## src/rtl/icache_responder.sv

```systemverilog
// Direct-mapped, one-word-per-line instruction cache between the fetch stage and
// instruction memory. Hits answer in the same cycle; misses refill over a req/ready port.
module icache_responder #(
  parameter int          INDEX_BITS = 6,
  parameter logic [31:0] NOP_INST   = 32'h00000013
) (
  input  logic        CLK,
  input  logic        RST_N,
  input  logic        req_valid,
  input  logic [31:0] req_addr,
  input  logic        flush,
  output logic [31:0] out_inst,
  output logic        out_busy,
  output logic        mem_req,
  output logic [31:0] mem_addr,
  input  logic [31:0] mem_rdata,
  input  logic        mem_ready
);

  localparam int LINES = 1 << INDEX_BITS;
  localparam int TAG_W = 32 - INDEX_BITS - 2;

  typedef enum logic {
    IDLE,
    FETCH
  } state_t;

  state_t state, next_state;

  logic [31:0]       data_mem [LINES];
  logic [TAG_W-1:0]  tag_mem  [LINES];
  logic [LINES-1:0]  valid_bits;

  // Word address of the outstanding refill; byte offset is always zero.
  logic [29:0]       fetch_word;

  logic [INDEX_BITS-1:0] req_idx;
  logic [TAG_W-1:0]      req_tag;
  logic [INDEX_BITS-1:0] fill_idx;
  logic [TAG_W-1:0]      fill_tag;
  logic                  hit;
  logic                  start_fetch;
  logic                  fill;
  logic                  addr_lsb_unused;

  assign req_idx         = req_addr[INDEX_BITS+1:2];
  assign req_tag         = req_addr[31:INDEX_BITS+2];
  assign fill_idx        = fetch_word[INDEX_BITS-1:0];
  assign fill_tag        = fetch_word[29:INDEX_BITS];
  assign addr_lsb_unused = ^req_addr[1:0];

  // Hits are only honoured in IDLE so a refill in flight always finishes first.
  assign hit      = (state == IDLE) && valid_bits[req_idx] && (tag_mem[req_idx] == req_tag);
  assign out_busy = req_valid && !hit;
  assign out_inst = (req_valid && hit) ? data_mem[req_idx] : NOP_INST;
  assign mem_req  = (state == FETCH);
  assign mem_addr = {fetch_word, 2'b00};

  always_ff @(posedge CLK or negedge RST_N) begin
    if (!RST_N) begin
      state <= IDLE;
    end else begin
      state <= next_state;
    end
  end

  always_comb begin
    next_state  = state;
    start_fetch = 1'b0;
    fill        = 1'b0;
    case (state)
      IDLE: begin
        if (req_valid && !hit) begin
          start_fetch = 1'b1;
          next_state  = FETCH;
        end
      end
      FETCH: begin
        if (mem_ready) begin
          fill       = 1'b1;
          next_state = IDLE;
        end
      end
      default: next_state = IDLE;
    endcase
  end

  always_ff @(posedge CLK or negedge RST_N) begin
    if (!RST_N) begin
      fetch_word <= '0;
    end else if (start_fetch) begin
      fetch_word <= req_addr[31:2];
    end
  end

  // Flush beats a coincident fill: the line is written but left invalid.
  always_ff @(posedge CLK or negedge RST_N) begin
    if (!RST_N) begin
      valid_bits <= '0;
    end else if (flush) begin
      valid_bits <= '0;
    end else if (fill) begin
      valid_bits[fill_idx] <= 1'b1;
    end
  end

  always_ff @(posedge CLK) begin
    if (fill) begin
      data_mem[fill_idx] <= mem_rdata;
      tag_mem[fill_idx]  <= fill_tag;
    end
  end

endmodule

```

## config.mk

```make
export PLATFORM = sky130hd
export DESIGN_NAME = icache_responder
export DESIGN_NICKNAME = d
export VERILOG_FILES = /design/src/rtl/icache_responder.sv
export SDC_FILE = /design/constraint.sdc
export NUM_CORES = 2
export LEC_CHECK = 0
export CAP_MARGIN = 5
export CORE_UTILIZATION = 50
export DETAILED_ROUTE_END_ITERATION = 16
export PLACE_DENSITY_LB_ADDON = 0.2
export REMOVE_ABC_BUFFERS = 1
export SLEW_MARGIN = 25
export SYNTH_ARGS = -nofsm -noshare
export SYNTH_HDL_FRONTEND = slang
export SYNTH_SLANG_ARGS = --single-unit
```

## constraint.sdc

```tcl
create_clock -name CLK -period 12.2 [get_ports CLK]
set_clock_uncertainty 0.05 [all_clocks]
set_input_delay 1.22 -clock CLK [delete_from_list [all_inputs] [get_ports CLK]]
set_output_delay 1.22 -clock CLK [all_outputs]
set_load 0.005 [all_outputs]
```

==> metrics.md <==
| Metric | Value |
|---|---|
| Fmax achieved | `0.1091 GHz` |
| Initial antenna violation count | `10` |
| Via density | `6.617` |
| Fin nets | `between 6000 and 7000` |
| Die area | `284900 µm²` |
| Biggest cell delay along the critical path | `0.76 ns` |
| Final Util | `57.04%` |
| First-pass GRT wire length | `550500 µm` |
| I/O pin count | `135` |
| Final setup vio count | `0` |
| Starting Density | `50.43%` |
| Final Cycle Share | `75.16%` |
| Mapped Area | `141400 µm²` |
| GR Overflow Total | `0` |
| Routed length per placed instance | `38.01 µm` |
| Vias in the first global route | `between 60000 and 70000` |
| Largest net degree at the start of global routing | `111` |
| Slew HR | `a little under a quarter` |
| DIE WIDTH | `533.8 µm` |
| Crit path launch type | `input pin` |
| Number of synthesized flops with an enable pin | `3584` |
| CTS tree | `done` |
| Tot GR Track Use | `28.15%` |
| Final Instance Count excl. Fillers | `around 11000` |
| I/O Buffers | `130` |
| CTS Buf Count | `375` |
| CTS root buf | `clkbuf_16` |
| Hold Buf Count CTS | `0` |
| DIE HEIGHT | `between 500 and 600 µm` |
| Yosys warns | `0` |
| Critical Path Sink Type | `output port` |
| Max-cap violations | `0` |
| TritonRoute pass-1 iters | `5` |
| Final WS setup | `3.030 ns` |
| Final Max Slew Viols | `0` |
| Status | `complete, no violations` |
| Crit path required time | `about 11 ns` |
| DR DRC count | `0` |
| DRT iter0 DRCs | `10655` |
| RSZ-0062 raised after global routing | `false` |
| H-tree levels | `5` |
| Setup_tns | `0 ns` |
| Clock latency at the later pin of the worst-skew pair | `0.97 ns` |
| Post-CTS Repair Setup Buffers | `0` |
| Rows | `approximately 190` |
| Ys flop type | `edfxtp_1` |
| Ratio of cells with drive above 1 in the final layout | `27.53%` |
| Worst VDD drop | `approximately 0.13 mV` |
| Core area | `around 280000 µm²` |
| Critical path arrival | `7.90 ns` |
| Inst Count DP | `9864` |
| Clock Tree Buf Depth | `4` |
| Pwr dens | `168.9 nW/µm²` |
| Critical path type | `input pin to output port` |
| WL final | `about 400000 µm` |
| Via count | `around 70000` |
| Min Tclk post-route | `9.170 ns` |
| CP most frequent cell | `mux4_2` |
| Hold Crit Class | `input pin to asynchronous set/reset pin` |
| Setup WS pre-CTS | `3.115 ns` |
| Synthesized area per cell | `23.18 µm²` |
| Layout area overhead | `13.10%` |
| Gpl congestion | `0.8343` |
| CTS sink count | `3679` |
| Post-synth ARST share | `2.582%` |
| Worst-margin pin slew | `1.150 ns` |
| Sequential fraction of the synthesis area | `between 70% and 80%` |
| CP max stage cell | `nor4_2` |
| Reg clk slew, reported paths | `about 0.06 ns` |
| Antenna-violating nets left | `0` |
| Register bit total from synthesis | `3679` |
| Worst path cell trace | `buf_16 -> buf_4 -> mux4_2 -> mux4_2 -> mux4_2 -> xnor2_1 -> nand4_1 -> nor4_2 -> nand3_4 -> buf_4 -> a311oi_1 -> clkdlybuf4s50_1` |
| Final Hold Fails | `0` |
| P_leak | `approximately 50 nW` |
| Syn Inst Count | `between 6000 and 7000` |
| Yosys cell types | `73` |
| Post-CTS resize count | `0` |
| Detail Placement HPWL | `211400 µm` |
| Crit-path max FO | `82` |
-- where the power goes --
group / switching (mW) / total [mW] / internal (mW) / leakage [nW]
combinational: 1.01 / 1.56 / 0.546 / 11.3
clock: 4.85 / 11.0 / 6.12 / 5.65
sequential: 0.180 / 14.5 / 14.3 / 33.5
-- critical path, delay by kind of cell --
family | cells | cell delay (ns)
xor gates and xnor gates | 1 | 0.44
muxes | 3 | 1.54
AOI/OAI and AO/OA | 1 | 0.45
buffers and inverters | 4 | 2.25
and+or+nand+nor | 3 | 1.69
-- metrics by stage --
step           hold WS, ns  area (µm²)  power, mW
4_1_cts             0.2894      159700      27.12
3_3_place_gp        0.4220      147900      16.24
3_5_place_dp        0.4298      148100      16.30
6_report            0.2785      159900      27.02
5_1_grt             0.2908      159900      27.68
2_1_floorplan       0.4077      139700      15.38
-- per-layer routing --
layer / routed length (µm) / GRT usage, %
met4: 13370 / 8.495
met5: 13 / 0
met2: 191600 / 44.55
met1: 156200 / 40.74
met3: 39690 / 4.576
-- Yosys cell counts (all sizes together), types with 16 or more instances --
master | instances | area share [%]
edfxtp | 3584 | 76
mux4 | 967 | 15
mux2i | 264 | 1.9
buf | 220 | 0.95
nor2 | 203 | 0.54
nand2 | 116 | 0.31
clkbuf | 105 | 0.28
dfrtp | 95 | 1.7
a22oi | 65 | 0.35
mux2 | 48 | 0.38
nand3 | 39 | 0.14
nor2b | 36 | 0.16
o22ai | 30 | 0.13
o21ai | 24 | 0.085
a211oi | 22 | 0.12
a21oi | 19 | 0.070
a221oi | 18 | 0.11
and2 | 18 | 0.080
nand2b | 16 | 0.071
-- cell type report --
cell class	instances	area, µm²
tap	3724	4659
multi-input combinational	2082	30120
inverter	15	68.82
sequential	3679	110000
clock inverter	197	1819
antenna	4	10.01
clock buffer	477	9828
timing repair buffer	369	3357
fill	20331	120500
-- cell usage in the layout (no fill, tap or decap), drive strengths merged, types with 9 or more instances in the layout --
master         count
edfxtp          3584
mux4             967
clkbuf           477
buf              269
mux2i            264
nor2             203
clkinv           153
nand2            116
clkdlybuf4s50    100
dfrtp             95
a22oi             65
mux2              48
nand3             39
nor2b             36
o22ai             30
inv               29
o21ai             24
a211oi            22
a21oi             19
a221oi            18
bufinv            18
and2              18
nand2b            16
o21ba             14
nor3              14
nand4             13
xnor2             12
a31oi             12
clkinvlp          12
o221ai            11
xor2              10
nor4               9
-- state kept, by name, indices dropped and copies added, names as in the netlist --
signal	cells
data_mem	2048
tag_mem	1536
valid_bits	64
fetch_word	30
mem_req	1
-- worst paths after layout --
check,cells past startpoint,to,start,slack [ns]
worst max-delay path,12,out_inst[29],req_addr[2],3.03
worst min-delay path,1,fetch_word[21],RST_N,0.28
worst max register to register,9,fetch_word[1],tag_mem[51][15],7.33
worst min register to register,2,valid_bits[34],valid_bits[34],0.44
max in group asynchronous,2,fetch_word[29],RST_N,10.20
min in group CLK,2,valid_bits[34],valid_bits[34],0.44
-- logic make-up (layout without fill, tap and decap cells) --
kind of cell,count (synthesis),count (layout),synth area share [%]
AND/OR/NAND/NOR,504,504,1.658
flip-flops,3679,3679,77.80
AO/OA/AOI/OAI,275,275,1.450
other,1,6,0.002652
multiplexers,1279,1279,17.68
XOR/XNOR,22,22,0.1363
buffers and inverters,340,1058,1.268
(Power assumes the default switching activity.)
